===== src/rtl/jk_bank_arbiter.sv =====
// Three-requester round-robin arbiter in front of a bank of JK storage bits.
// Each granted command runs IDLE -> APPLY -> DONE and updates one addressed bit.
module jk_bank_arbiter #(
  parameter int unsigned WIDTH = 8,
  parameter int unsigned AW    = 3
) (
  input  logic              Clk,
  input  logic              Clr,
  input  logic [2:0]        Req,
  input  logic [2:0]        J,
  input  logic [2:0]        K,
  input  logic [3*AW-1:0]   Addr,
  output logic [2:0]        Gnt,
  output logic              Done,
  output logic              Err,
  output logic [WIDTH-1:0]  Q,
  output logic [WIDTH-1:0]  Qbar
);

  localparam int unsigned NREQ = 3;

  typedef enum logic [1:0] {
    S_IDLE  = 2'd0,
    S_APPLY = 2'd1,
    S_DONE  = 2'd2
  } state_t;

  state_t            state_q;
  logic [1:0]        ptr_q;
  logic [2:0]        gnt_q;
  logic              done_q;
  logic              err_q;
  logic              j_q;
  logic              k_q;
  logic [AW-1:0]     addr_q;
  logic [WIDTH-1:0]  q_q;

  logic              win_vld;
  logic [1:0]        win_idx;
  logic              win_j;
  logic              win_k;
  logic [AW-1:0]     win_addr;
  logic [1:0]        ptr_d;
  logic              addr_ok;
  logic [WIDTH-1:0]  q_d;

  // Requester index at a given offset from the round-robin pointer, modulo 3.
  function automatic logic [1:0] rr_idx(input logic [1:0] base, input logic [1:0] off);
    logic [2:0] s;
    s = 3'(base) + 3'(off);
    if (s >= 3'd3) s = s - 3'd3;
    return s[1:0];
  endfunction

  // Winner search: walk offsets from last to first so the lowest offset wins.
  always_comb begin
    logic [1:0] cand;
    win_vld  = 1'b0;
    win_idx  = 2'd0;
    cand     = 2'd0;
    for (int o = int'(NREQ) - 1; o >= 0; o--) begin
      cand = rr_idx(ptr_q, 2'(o));
      if (Req[cand]) begin
        win_vld = 1'b1;
        win_idx = cand;
      end
    end
    win_j    = 1'b0;
    win_k    = 1'b0;
    win_addr = '0;
    for (int r = 0; r < int'(NREQ); r++) begin
      if (2'(r) == win_idx) begin
        win_j    = J[r];
        win_k    = K[r];
        win_addr = Addr[r*int'(AW) +: AW];
      end
    end
    ptr_d = (win_idx == 2'd2) ? 2'd0 : win_idx + 2'd1;
  end

  // JK update of the addressed bit; out-of-range addresses leave the bank alone.
  always_comb begin
    addr_ok = (32'(addr_q) < WIDTH);
    q_d     = q_q;
    for (int unsigned b = 0; b < WIDTH; b++) begin
      if (addr_ok && (32'(addr_q) == b)) begin
        case ({j_q, k_q})
          2'b01:   q_d[b] = 1'b0;
          2'b10:   q_d[b] = 1'b1;
          2'b11:   q_d[b] = ~q_q[b];
          default: q_d[b] = q_q[b];
        endcase
      end
    end
  end

  always_ff @(posedge Clk) begin
    if (!Clr) begin
      state_q <= S_IDLE;
      ptr_q   <= 2'd0;
      gnt_q   <= 3'b000;
      done_q  <= 1'b0;
      err_q   <= 1'b0;
      j_q     <= 1'b0;
      k_q     <= 1'b0;
      addr_q  <= '0;
      q_q     <= '0;
    end else begin
      gnt_q  <= 3'b000;
      done_q <= 1'b0;
      err_q  <= 1'b0;
      case (state_q)
        S_IDLE: begin
          if (win_vld) begin
            state_q <= S_APPLY;
            gnt_q   <= 3'b001 << win_idx;
            j_q     <= win_j;
            k_q     <= win_k;
            addr_q  <= win_addr;
            ptr_q   <= ptr_d;
          end
        end
        S_APPLY: begin
          state_q <= S_DONE;
          done_q  <= 1'b1;
          err_q   <= ~addr_ok;
          q_q     <= q_d;
        end
        S_DONE: begin
          state_q <= S_IDLE;
        end
        default: begin
          state_q <= S_IDLE;
        end
      endcase
    end
  end

  assign Gnt  = gnt_q;
  assign Done = done_q;
  assign Err  = err_q;
  assign Q    = q_q;
  assign Qbar = ~q_q;

endmodule


===== config.mk =====
export PLATFORM = sky130hd
export DESIGN_NAME = jk_bank_arbiter
export DESIGN_NICKNAME = d
export VERILOG_FILES = /design/src/rtl/jk_bank_arbiter.sv
export SDC_FILE = /design/constraint.sdc
export NUM_CORES = 1
export LEC_CHECK = 0
export ABC_AREA = 1
export CAP_MARGIN = 20
export CORE_UTILIZATION = 45
export DETAILED_ROUTE_END_ITERATION = 8
export PLACE_DENSITY = 0.86
export SYNTH_ARGS = -nofsm -noshare
export SYNTH_HDL_FRONTEND = slang
export SYNTH_SLANG_ARGS = --single-unit

===== constraint.sdc =====
create_clock -name Clk -period 2.55 [get_ports Clk]
set_clock_uncertainty 0.15 [all_clocks]
set_input_delay 0.51 -clock Clk [delete_from_list [all_inputs] [get_ports Clk]]
set_output_delay 0.51 -clock Clk [all_outputs]
set_load 0.01 [all_outputs]

==> results.md <==
* Nets at between 200 and 250
* Final HPWL DP at roughly 2300 um
* Antenna Cells at 0
* Slew Viols, Final at 0
* Initial antenna violation count at 0
* H-tree Lvls at 1
* CP required at between 2000 and 3000 ps
* Clk pwr share at 0.110
* Port buffer count at 39
* Total die area at between 0.002 and 0.003 mm2
* Cell area after placement at 0.001555 mm2
* Startpoint Class: flop
* Clock tree buffer depth at 2
* Count of cell types in the netlist at 20
* Worst Setup Path Type: flop to flop
* Pin count of the biggest net entering global routing at 12
* Power consumption at 1.440 mW
* Non-Filler Instances at ~250
* Die W at about 53 um
* Most common cell on crit path: nand2_1
* Max cap viols at 0
* Post-route setup TNS at 0 ps
* # DRC at 0
* Int Power at 0.7661 mW
* Post-cts resize count at 0
* Switching pwr at 0.6742 mW
* Main synth FF type: dfxtp_1
* Syn nets at roughly 200
* CP max-delay cell: dfxtp_1
* Power per cell area at about 910 mW/mm2
* Share of cells above drive strength 1 at 0.05530
* CTS tree: yes
* Worst path max stage delay at between 300 and 400 ps
* Sequential share of power at 0.337
* Clock Pin Slew Worst Setup and Hold Paths at between 100 and 150 ps
* Ranking of synthesized cells by instance count: 38 x nand2_1, 28 x nor2_1, 26 x inv_1
* Fraction of registers with async set/reset at 0
* Clk_lat worst skew at approximately 300 ps
* Total GRT Usage at 0.2467
* Crit. End Element: flop
* CTS root buf: clkbuf_4
* I/O Pins at slightly above 40
* Total number of vias at ~1200
* Worst path cell trace: inv_1 > ha_1 > inv_1 > nand2_1 > nand2_1 > nand2_1 > nand2_1 > nand2_1 > nand2_4 > nand2_4 > nand2_1 > nand3_1 > nand2_1 > nand2_1
* Worst setup margin at 469.0 ps
* Total grt overflow at 0
* Cts hold-fix bufs at 0
* Number of detailed-route iterations in the first pass at 4
* Die height at around 53 um
* Syn Inst Count at about 180
* Routed len/inst at between 10 and 15 um
* Area leader, netlist: dfxtp_1
* Area growth syn-to-layout at 37.24%
* Unrepaired setup endpoints after global routing: false
* Dpl cells at about 240
* WP data arrival at between 2000 and 2500 ps
* Post-route ant nets at 0
* Pleak at around 0.70 nW
* Drt first-iter violations at 31
* Count leader, synth: nand2_1
* Starting Density at 0.4970
* WHS at 328.5 ps
* Gate power share at 0.554
* Yosys warns at 0
* Synthesized cell area at roughly 0.0012 mm2
* Vias in the first global route at around 1100
* FF+latch count, synth at 21
* Min-delay worst type: flop to flop
* Core Region at between 0.002 and 0.0025 mm2
* Final period util at 0.8161
* Worst hold start: addr_q[2]$_SDFFE_PN0P_
* Fin crit period at around 2100 ps
* Endpoints failing setup at 0
* Post-route cell area at roughly 0.0016 mm2
* Row count at 17
* Post-synth EDFFs at 0
* Sequential area share after synthesis at 0.3648
* Peak VDD IR at just over 0.6 mV
* Worst r2r src: ptr_q[0]$_SDFFE_PN0P_
* Net Sw Frac at 0.4681
* Routability cong. at 0.8183
* Drt via density at 5.069
* DP Worst Slack at 297.0 ps
* Top cell type's share of synthesized area at 0.3648
* CTS buffer count at 3
* First-pass GRT wire length at 4995 um
* Utilization after layout at 0.6821
* Crit-path max FO at 6
* Postcts setup bufs at 0
* Overall routed net length at 3046 um
* Area contributors post-synth: dfxtp_1 36%, nand2_1 12%, nor2_1 9.1%, nand3_1 8.7%, inv_1 8.5%
* Synthesized area per cell at around 6.5 um2
* Status: completed
* Final number of hold-violating endpoints at 0
* Clock Sinks at 21
* Max Freq at slightly below 500 MHz
* Crit path from: ptr_q[0]$_SDFFE_PN0P_
-- placed cells by master, fill, tap and decap left out, types with 2 or more instances in the layout --
| cell type | Yosys | routed |
|---|---|---|
| a211oi_1 | 3 | 3 |
| nand2_4 | 3 | 3 |
| inv_1 | 26 | 26 |
| clkdlybuf4s50_1 | 0 | 39 |
| clkbuf_4 | 0 | 3 |
| inv_2 | 3 | 3 |
| nand4_1 | 2 | 2 |
| a21oi_1 | 6 | 6 |
| nand3_1 | 20 | 20 |
| o22ai_1 | 2 | 2 |
| nand2_1 | 38 | 38 |
| nor2_1 | 28 | 28 |
| o21ai_0 | 14 | 14 |
| ha_1 | 3 | 3 |
| dfxtp_1 | 21 | 21 |
-- worst paths after layout --
path              slack (ps)  depth (start not counted)                     end
hold / removal           330                          2  addr_q[2]$_SDFFE_PN0P_
setup reg to reg         470                         14  addr_q[1]$_SDFFE_PN0P_
hold reg to reg          330                          2  addr_q[2]$_SDFFE_PN0P_
setup / recovery         470                         14  addr_q[1]$_SDFFE_PN0P_
-- worst max-delay path, delay by kind of cell (launching register included) --
family,cells,cell delay [ps]
and+or+nand+nor,11,930
DFF,1,350
adders and majority gates,1,350
buffers and inverters,2,220
-- layer usage --
| metal | GRT usage | share of wire | wire (um) | up-vias |
|---|---|---|---|---|
| met3 | 0.04928 | 0.037 | 114 | 4 |
| li1 | - | - | - | 643 |
| met4 | 0.03947 | 0.0082 | 25 | 0 |
| met1 | 0.2654 | 0.42 | 1281 | 564 |
| met2 | 0.4895 | 0.53 | 1625 | 31 |
| met5 | 0 | 0 | 0 | - |
-- registers in the layout, indices dropped and copies added (netlist names) --
signal,count
Done,1
state_q,2
j_q,1
k_q,1
ptr_q,2
addr_q,3
Gnt,3
Q,8
-- cell type report --
| cell class | instances | area (um2) |
|---|---|---|
| fillers | 196 | 737.0 |
| inverters | 29 | 108.9 |
| multi-input cells | 124 | 600.6 |
| clock buffers | 4 | 26.28 |
| well taps | 28 | 35.03 |
| flip-flops and latches | 21 | 420.4 |
| repair buffers | 39 | 390.4 |
-- cells by family after synthesis --
kind of cell,after synthesis,synth area share
AO/OA/AOI/OAI,26,0.1249
adder cells (fa/ha/maj),3,0.03258
buffers and inverters,33,0.1140
flip-flops,21,0.3648
other,1,0.003254
AND/OR/NAND/NOR,94,0.3605
-- power by group through the flow --
stage | sequential, mW | clock, mW | combinational, mW
5_1_grt | 0.495 | 0.170 | 0.892
6_report | 0.485 | 0.158 | 0.798
3_3_place_gp | 0.487 | 0 | 0.729
3_5_place_dp | 0.491 | 0 | 0.778
2_1_floorplan | 0.479 | 0 | 0.567
4_1_cts | 0.483 | 0.158 | 0.788
Power figures use the tool's default switching activity.
